===== config.mk =====
export PLATFORM = sky130hd
export DESIGN_NAME = sata_phy_rst_seq
export DESIGN_NICKNAME = d
export VERILOG_FILES = /design/src/rtl/sata_phy_pkg.sv /design/src/rtl/sata_sync_bits.sv /design/src/rtl/sata_phy_rst_seq.sv
export SDC_FILE = /design/constraint.sdc
export NUM_CORES = 1
export LEC_CHECK = 0
export CAP_MARGIN = 40
export CELL_PAD_IN_SITES_DETAIL_PLACEMENT = 0
export CELL_PAD_IN_SITES_GLOBAL_PLACEMENT = 1
export CORE_MARGIN = 4
export CORE_UTILIZATION = 45
export DETAILED_ROUTE_END_ITERATION = 6
export PLACE_DENSITY_LB_ADDON = 0.08
export SETUP_SLACK_MARGIN = 0.1
export SLEW_MARGIN = 10
export SYNTH_ARGS = -nofsm -noshare
export SYNTH_HDL_FRONTEND = slang
export SYNTH_SLANG_ARGS = --single-unit

===== constraint.sdc =====
create_clock -name clk -period 2.78 [get_ports clk]
set_input_delay 0.556 -clock clk [delete_from_list [all_inputs] [get_ports clk]]
set_output_delay 0.556 -clock clk [all_outputs]
set_load 0.05 [all_outputs]

===== src/rtl/sata_phy_pkg.sv =====
// sata_phy_pkg: shared state encoding and default GTX bring-up timing.
// Also used by the GTX wrapper so both sides agree on the defaults.
package sata_phy_pkg;

  typedef enum logic [2:0] {
    S_PLL_RST,
    S_WAIT_LOCK,
    S_SETTLE,
    S_WAIT_DONE,
    S_SATA_RST,
    S_READY,
    S_RETRY,
    S_FAIL
  } state_e;

  localparam int DEF_CPLLRST_CYCLES  = 8;
  localparam int DEF_TXPMARESET_TIME = 1;
  localparam int DEF_RXEYERESET_TIME = 35;
  localparam int DEF_RST_TIMER_LIMIT = 8;
  localparam int DEF_PARTRST_CYCLES  = 8;
  localparam int DEF_TIMEOUT_CYCLES  = 65535;
  localparam int DEF_MAX_RETRIES     = 3;

  function automatic int cmax(input int a, input int b);
    return (a > b) ? a : b;
  endfunction

endpackage


===== src/rtl/sata_sync_bits.sv =====
// sata_sync_bits: two-flop synchroniser for slow async status bits.
// Resets to 0 so lock/done never look asserted out of reset.
module sata_sync_bits #(
  parameter int WIDTH = 1
) (
  input  logic             clk,
  input  logic             rst_n,
  input  logic [WIDTH-1:0] d_i,
  output logic [WIDTH-1:0] q_o
);

  logic [WIDTH-1:0] meta_q;
  logic [WIDTH-1:0] sync_q;

  // Two-stage capture of the async inputs
  always_ff @(posedge clk or negedge rst_n) begin
    if (!rst_n) begin
      meta_q <= '0;
      sync_q <= '0;
    end else begin
      meta_q <= d_i;
      sync_q <= meta_q;
    end
  end

  assign q_o = sync_q;

endmodule


===== src/rtl/sata_phy_rst_seq.sv =====
// sata_phy_rst_seq: GTX bring-up/reset sequencer with timeouts, retries,
// lock-loss re-init and per-lane OOB partial-reset handshakes.
module sata_phy_rst_seq
  import sata_phy_pkg::*;
#(
  parameter int NUM_LANES       = 1,
  parameter int CPLLRST_CYCLES  = DEF_CPLLRST_CYCLES,
  parameter int TXPMARESET_TIME = DEF_TXPMARESET_TIME,
  parameter int RXEYERESET_TIME = DEF_RXEYERESET_TIME,
  parameter int RST_TIMER_LIMIT = DEF_RST_TIMER_LIMIT,
  parameter int PARTRST_CYCLES  = DEF_PARTRST_CYCLES,
  parameter int TIMEOUT_CYCLES  = DEF_TIMEOUT_CYCLES,
  parameter int MAX_RETRIES     = DEF_MAX_RETRIES,
  localparam int RTW = $clog2(MAX_RETRIES + 1)
) (
  input  logic                 clk,
  input  logic                 rst_n,
  input  logic                 restart_i,
  input  logic [NUM_LANES-1:0] cplllock_i,
  input  logic                 usrpll_locked_i,
  input  logic [NUM_LANES-1:0] txresetdone_i,
  input  logic [NUM_LANES-1:0] rxresetdone_i,
  input  logic [NUM_LANES-1:0] txpcsreset_req_i,
  input  logic [NUM_LANES-1:0] rxreset_req_i,
  output logic [NUM_LANES-1:0] cpllreset_o,
  output logic [NUM_LANES-1:0] txreset_o,
  output logic [NUM_LANES-1:0] rxreset_o,
  output logic [NUM_LANES-1:0] txuserrdy_o,
  output logic [NUM_LANES-1:0] rxuserrdy_o,
  output logic [NUM_LANES-1:0] txpcsreset_o,
  output logic [NUM_LANES-1:0] recal_tx_done_o,
  output logic [NUM_LANES-1:0] rxreset_ack_o,
  output logic                 sata_rst_o,
  output logic                 gtx_ready_o,
  output logic                 gtx_configured_o,
  output logic                 fail_o,
  output logic [RTW-1:0]       retry_cnt_o
);

  localparam int CW = $clog2(cmax(cmax(TIMEOUT_CYCLES, CPLLRST_CYCLES),
                                  RST_TIMER_LIMIT) + 1);
  localparam int TW = $clog2(cmax(TXPMARESET_TIME, 1) + 1);
  localparam int XW = $clog2(cmax(RXEYERESET_TIME, 1) + 1);
  localparam int PW = $clog2(cmax(PARTRST_CYCLES, 1) + 1);
  localparam int SW = 3 * NUM_LANES + 1;

  localparam logic [CW-1:0] CNT_MAX = '1;

  logic [SW-1:0]        sync_s;
  logic [NUM_LANES-1:0] cpl_s;
  logic [NUM_LANES-1:0] txd_s;
  logic [NUM_LANES-1:0] rxd_s;
  logic                 usr_s;

  sata_sync_bits #(
    .WIDTH (SW)
  ) u_sync (
    .clk   (clk),
    .rst_n (rst_n),
    .d_i   ({usrpll_locked_i, rxresetdone_i,
             txresetdone_i, cplllock_i}),
    .q_o   (sync_s)
  );

  assign cpl_s = sync_s[NUM_LANES-1:0];
  assign txd_s = sync_s[2*NUM_LANES-1:NUM_LANES];
  assign rxd_s = sync_s[3*NUM_LANES-1:2*NUM_LANES];
  assign usr_s = sync_s[SW-1];

  state_e         state_q, state_d;
  logic [CW-1:0]  cnt_q, cnt_d;
  logic [TW-1:0]  txc_q, txc_d;
  logic [XW-1:0]  rxc_q, rxc_d;
  logic [RTW-1:0] retry_q, retry_d;
  logic           loss_q;

  logic lock_ok, done_ok, in_run, lost, tmo;

  assign lock_ok = (&cpl_s) & usr_s;
  assign done_ok = (&txd_s) & (&rxd_s);
  assign in_run  = (state_q == S_SETTLE) || (state_q == S_WAIT_DONE) ||
                   (state_q == S_SATA_RST) || (state_q == S_READY);
  assign lost    = !lock_ok && loss_q && in_run;
  assign tmo     = (cnt_q == CW'(TIMEOUT_CYCLES - 1));

  // State, timers and retry count
  always_ff @(posedge clk or negedge rst_n) begin
    if (!rst_n) begin
      state_q <= S_PLL_RST;
      cnt_q   <= '0;
      txc_q   <= '0;
      rxc_q   <= '0;
      retry_q <= '0;
      loss_q  <= 1'b0;
    end else begin
      state_q <= state_d;
      cnt_q   <= cnt_d;
      txc_q   <= txc_d;
      rxc_q   <= rxc_d;
      retry_q <= retry_d;
      loss_q  <= !lock_ok;
    end
  end

  // Next state; restart overrides lock loss and timeouts
  always_comb begin
    state_d = state_q;
    retry_d = retry_q;
    cnt_d   = (cnt_q == CNT_MAX) ? cnt_q : cnt_q + CW'(1);
    txc_d   = txc_q;
    rxc_d   = rxc_q;
    unique case (state_q)
      S_PLL_RST: begin
        if (cnt_q == CW'(CPLLRST_CYCLES - 1)) state_d = S_WAIT_LOCK;
      end
      S_WAIT_LOCK: begin
        if (lock_ok)  state_d = S_SETTLE;
        else if (tmo) state_d = S_RETRY;
      end
      S_SETTLE: begin
        if (txc_q != TW'(TXPMARESET_TIME)) txc_d = txc_q + TW'(1);
        if (rxc_q != XW'(RXEYERESET_TIME)) rxc_d = rxc_q + XW'(1);
        if (txc_q == TW'(TXPMARESET_TIME) &&
            rxc_q == XW'(RXEYERESET_TIME)) state_d = S_WAIT_DONE;
      end
      S_WAIT_DONE: begin
        if (done_ok)  state_d = S_SATA_RST;
        else if (tmo) state_d = S_RETRY;
      end
      S_SATA_RST: begin
        if (cnt_q == CW'(RST_TIMER_LIMIT - 1)) state_d = S_READY;
      end
      S_READY: ;
      S_RETRY: begin
        retry_d = retry_q + RTW'(1);
        state_d = (retry_d == RTW'(MAX_RETRIES)) ? S_FAIL : S_PLL_RST;
      end
      S_FAIL: ;
    endcase
    if (lost) state_d = S_PLL_RST;
    if (state_d == S_READY && state_q != S_READY) retry_d = '0;
    if (restart_i) begin
      state_d = S_PLL_RST;
      retry_d = '0;
    end
    if (state_d != state_q || restart_i) cnt_d = '0;
    if (state_d != S_SETTLE) begin
      txc_d = '0;
      rxc_d = '0;
    end
  end

  logic cpll_q, trst_q, urdy_q, srst_q, rdy_q, cfg_q, fail_q;
  logic cpll_c, trst_c, urdy_c;

  // Output decode of the current state
  always_comb begin
    cpll_c = 1'b0;
    trst_c = 1'b0;
    urdy_c = 1'b0;
    unique case (state_q)
      S_PLL_RST, S_RETRY, S_FAIL: begin
        cpll_c = 1'b1;
        trst_c = 1'b1;
      end
      S_WAIT_LOCK: trst_c = 1'b1;
      S_SETTLE: ;
      S_WAIT_DONE, S_SATA_RST, S_READY: urdy_c = 1'b1;
    endcase
  end

  // Registered GTX controls and status flags
  always_ff @(posedge clk or negedge rst_n) begin
    if (!rst_n) begin
      cpll_q <= 1'b1;
      trst_q <= 1'b1;
      urdy_q <= 1'b0;
      srst_q <= 1'b0;
      rdy_q  <= 1'b0;
      cfg_q  <= 1'b0;
      fail_q <= 1'b0;
    end else begin
      cpll_q <= cpll_c;
      trst_q <= trst_c;
      urdy_q <= urdy_c;
      srst_q <= (state_q == S_SATA_RST);
      rdy_q  <= (state_q == S_READY);
      cfg_q  <= cfg_q | (state_q == S_READY);
      fail_q <= (state_q == S_FAIL);
    end
  end

  logic [NUM_LANES-1:0] tp_v, ta_v, rp_v, ra_v;

  for (genvar i = 0; i < NUM_LANES; i++) begin : g_lane
    logic [PW-1:0] tc_q, rc_q;
    logic          tp_q, ta_q, rp_q, ra_q;

    // Partial-reset pulse then ack, only while READY
    always_ff @(posedge clk or negedge rst_n) begin
      if (!rst_n) begin
        tc_q <= '0;
        tp_q <= 1'b0;
        ta_q <= 1'b0;
        rc_q <= '0;
        rp_q <= 1'b0;
        ra_q <= 1'b0;
      end else begin
        if (state_q == S_READY && txpcsreset_req_i[i]) begin
          if (tc_q != PW'(PARTRST_CYCLES)) begin
            tc_q <= tc_q + PW'(1);
            tp_q <= 1'b1;
            ta_q <= 1'b0;
          end else begin
            tp_q <= 1'b0;
            ta_q <= 1'b1;
          end
        end else begin
          tc_q <= '0;
          tp_q <= 1'b0;
          ta_q <= 1'b0;
        end
        if (state_q == S_READY && rxreset_req_i[i]) begin
          if (rc_q != PW'(PARTRST_CYCLES)) begin
            rc_q <= rc_q + PW'(1);
            rp_q <= 1'b1;
            ra_q <= 1'b0;
          end else begin
            rp_q <= 1'b0;
            ra_q <= 1'b1;
          end
        end else begin
          rc_q <= '0;
          rp_q <= 1'b0;
          ra_q <= 1'b0;
        end
      end
    end

    assign tp_v[i] = tp_q;
    assign ta_v[i] = ta_q;
    assign rp_v[i] = rp_q;
    assign ra_v[i] = ra_q;
  end

  assign cpllreset_o      = {NUM_LANES{cpll_q}};
  assign txreset_o        = {NUM_LANES{trst_q}};
  assign rxreset_o        = {NUM_LANES{trst_q}} | rp_v;
  assign txuserrdy_o      = {NUM_LANES{urdy_q}};
  assign rxuserrdy_o      = {NUM_LANES{urdy_q}};
  assign txpcsreset_o     = tp_v;
  assign recal_tx_done_o  = ta_v;
  assign rxreset_ack_o    = ra_v;
  assign sata_rst_o       = srst_q;
  assign gtx_ready_o      = rdy_q;
  assign gtx_configured_o = cfg_q;
  assign fail_o           = fail_q;
  assign retry_cnt_o      = retry_q;

endmodule

==> results.py <==
metrics = {
    "pwr": {
        "p_seq_share_pct": 58.5,
        "p_int_uw": 1120,
        "leakagePower_uw": 0.00131,
        "swShare_pct": 21.3,
        "irDropWorstVdd_mv": 0.253,
        "pwr-share-clk_pct": 37.2,
        "power_frac_comb_pct": 4.3,
        "p_switching_uw": 303,
        "power_density_nw_per_um2": 454,
    },
    "yosys": {
        "ys_async_sr_fraction_pct": 100,
        "ys_seq_elements": 56,
        "synth_area_leaders": "dfrtp_1 50%, xnor2_1 3.9%, ha_1 3.7%",
        "synth_top_area_cell": "dfrtp_1",
        "seq_area_frac_synth_pct": 51.4,
        "ys_warn_count": 0,
        "syn_inst": 260,
        "synth-main-ff-cell": "dfrtp_1",
        "synth_edf_count": 0,
        "synth_nets": 277,
        "synth.distinct_cells": 49,
        "syn_area_um2": 2730,
        "syn_area_per_cell_um2": 10.5,
        "synth_top_cell_area_share_pct": 49.5,
    },
    "global_routing": {
        "gr-total-overflow": 0,
        "grt_pass1_wl_um": 8830,
        "grt_usage_pct": 15.0,
        "grt_max_degree": 57,
        "grt_pass1_vias": 1831,
        "grt_antenna_before_repair": 0,
    },
    "drt": {
        "viasPerCell": 5.44,
        "first_pass_iters": 4,
        "drc_errors": 0,
        "drtAntennaViolNets": 0,
        "drt-wirelength-per-cell_um": 14.0,
        "drt_first_iter_violations": 95,
        "routed_wl_um": 5050,
        "vias": 1963,
    },
    "sta": {
        "fin_crit_ns": 2.33,
        "finalMaxSlewViolations": 0,
        "clock_skew_ns": 0.00818,
        "finalHoldViolCount": 0,
        "worst_pin_slew_ns": 0.683,
        "max_freq_ghz": 0.429,
        "period_share_pct": 83.8,
        "slew_headroom_pct": 54.4,
        "setup_violations": 0,
        "rsz0062_at_grt": "false",
        "fin_setup_tns_ns": 0,
    },
    "clock_network": {
        "cts_tree": "done",
        "cts_sinks": 56,
        "htreeDepth": 2,
        "cts.reportedPaths.clkPinSlew_ns": 0.10,
        "post_cts_buffers": 0,
        "cts_max_path_buffers": 2,
        "cts_buffers": 5,
        "cts_hold_buf": 0,
        "postCtsResizedCells": 0,
        "clk_latency_ns": 0.31,
        "cts_root_buffer": "clkbuf_8",
    },
    "critical_path": {
        "crit_type": "reg2reg",
        "rrSetupSlack_ns": 0.45,
        "r2r_start": "state_q[2]",
        "crit_path_start_kind": "register",
        "arrival_ns": 2.53,
        "path_max_fanout": 16,
        "worstPathRequired_ns": 2.98,
        "rr_worst_depth": 5,
        "r2r-end": "cnt_q[2]",
        "end_kind": "register",
    },
    "placed_design": {
        "dp_hpwl_um": 3630,
        "placed_cell_area_um2": 3030,
        "io_buffers": 22,
        "place.gp.congestion": 0.835,
    },
    "floorplanning": {
        "boundaryPins": 23,
        "num_rows": 28,
        "die_h_um": 85.9,
        "dieWidth_um": 85.9,
        "fp.coreArea_um2": 5890,
        "start_util_pct": 46.4,
        "die_area_um2": 7370,
    },
    "min_path": {
        "hold_class": "in2async",
    },
    "final_layout": {
        "layout-drive-gt1-share_pct": 10.8,
        "fillers": 549,
        "diodes": 0,
        "multi_input_area_um2": 1230,
        "post-route-cell-area_um2": 3140,
        "final_common_cell": "dfrtp_1",
        "area_growth_pct": 15.1,
        "regArea_um2": 1400,
        "nets": 302,
        "final_cell_mix": "54 x dfrtp_1, 21 x nor2_1, 21 x clkdlybuf4s50_1, 16 x nor3_1, 14 x nand2_1",
    },
    "status": {
        "outcome": "finished, final reports clean",
    },
    "job": {
        "cap_violations": 0,
    },
}
[power groups by stage]
| stage | combinational (uW) | clock, uW | sequential (uW) |
|---|---|---|---|
| final | 61.1 | 530 | 834 |
| after CTS | 62.8 | 544 | 834 |
| after global routing | 69.2 | 578 | 835 |
| after global placement | 63.1 | 0 | 849 |
| after floorplan | 23.7 | 0 | 853 |
| after detailed placement | 62.8 | 0 | 850 |
[cells in the mapped netlist (3+ instances only)]
cell type	instances
clkbuf_1	5
nor4_1	13
a21oi_1	7
a31oi_1	4
xnor2_1	12
inv_1	12
nor2b_1	3
nand4_1	6
o21ai_0	6
nor3_1	16
nor2_1	21
nor4b_1	3
ha_1	8
or2_2	4
a211oi_1	4
mux2i_1	4
nand3_1	10
dfrtp_1	54
xor2_1	10
nand2_1	14
and3_1	7
[registers in the layout, indices dropped and copies added (netlist names), 2 cells and up]
register	count
cnt_q	16
g_lane.rc_q	4
g_lane.tc_q	4
retry_cnt_o	2
rxc_q	6
state_q	3
u_sync.meta_q	4
u_sync.q_o	4
[critical path, cell delays in order (launching register included)]
cell and delay (ns):
dfrtp_1 0.50, nand2b_4 0.20, a31oi_1 0.19, or3b_1 0.41, a211o_1 0.55, a2111oi_2 0.37
[cell families after synthesis]
logic type      count (synthesis)  share of synthesized area (%)
mux                             4                           1.47
flops                          56                           51.4
simple gates                  113                           23.8
fa+ha+maj                       8                           3.67
compound gates                 35                           8.99
xor+xnor                       22                           7.06
buf+inv                        22                           3.58
[how the worst max path moves through the flow]
stage | start | end | depth (start not counted)
floorplan | retry_cnt_o[0] | rxc_q[0] | 7
CTS | state_q[2] | cnt_q[2] | 5
global placement | restart_i | cnt_q[2] | 5
finish | state_q[2] | cnt_q[2] | 5
detailed placement | restart_i | cnt_q[2] | 5
global route | cnt_q[8] | cnt_q[15] | 5
[stage by stage]
step / cells / setup slack, ns / power, uW / util (%) / hold slack (ns)
finish: 361 / 0.449 / 1420 / 53.4 / 0.344
detailed placement: 353 / 0.369 / 912 / 51.5 / 0.335
floorplan: 260 / 0.716 / 876 / - / 0.260
global placement: 353 / 0.407 / 912 / 51.5 / 0.334
global route: 361 / 0.287 / 1480 / 53.4 / 0.366
CTS: 361 / 0.463 / 1440 / 53.4 / 0.357
[area by class of cell]
| type | count | share of cell area, % |
|---|---|---|
| sequential | 56 | 44.7 |
| multi-input combinational | 182 | 39.1 |
| timing repair buffer | 28 | 8.28 |
| tap | 75 | 2.99 |
| clock buffer | 6 | 2.31 |
| inverter | 12 | 1.43 |
| clock inverter | 2 | 1.23 |
[routing by layer]
layer  up-vias  wire length [um]  track usage (%)
li1        979                 -                -
met1       944              2620             22.7
met2        36              2190             22.0
met3         4               194             3.46
met4         0                42             3.02
met5         -                 0                0
Power figures use the tool's default switching activity.
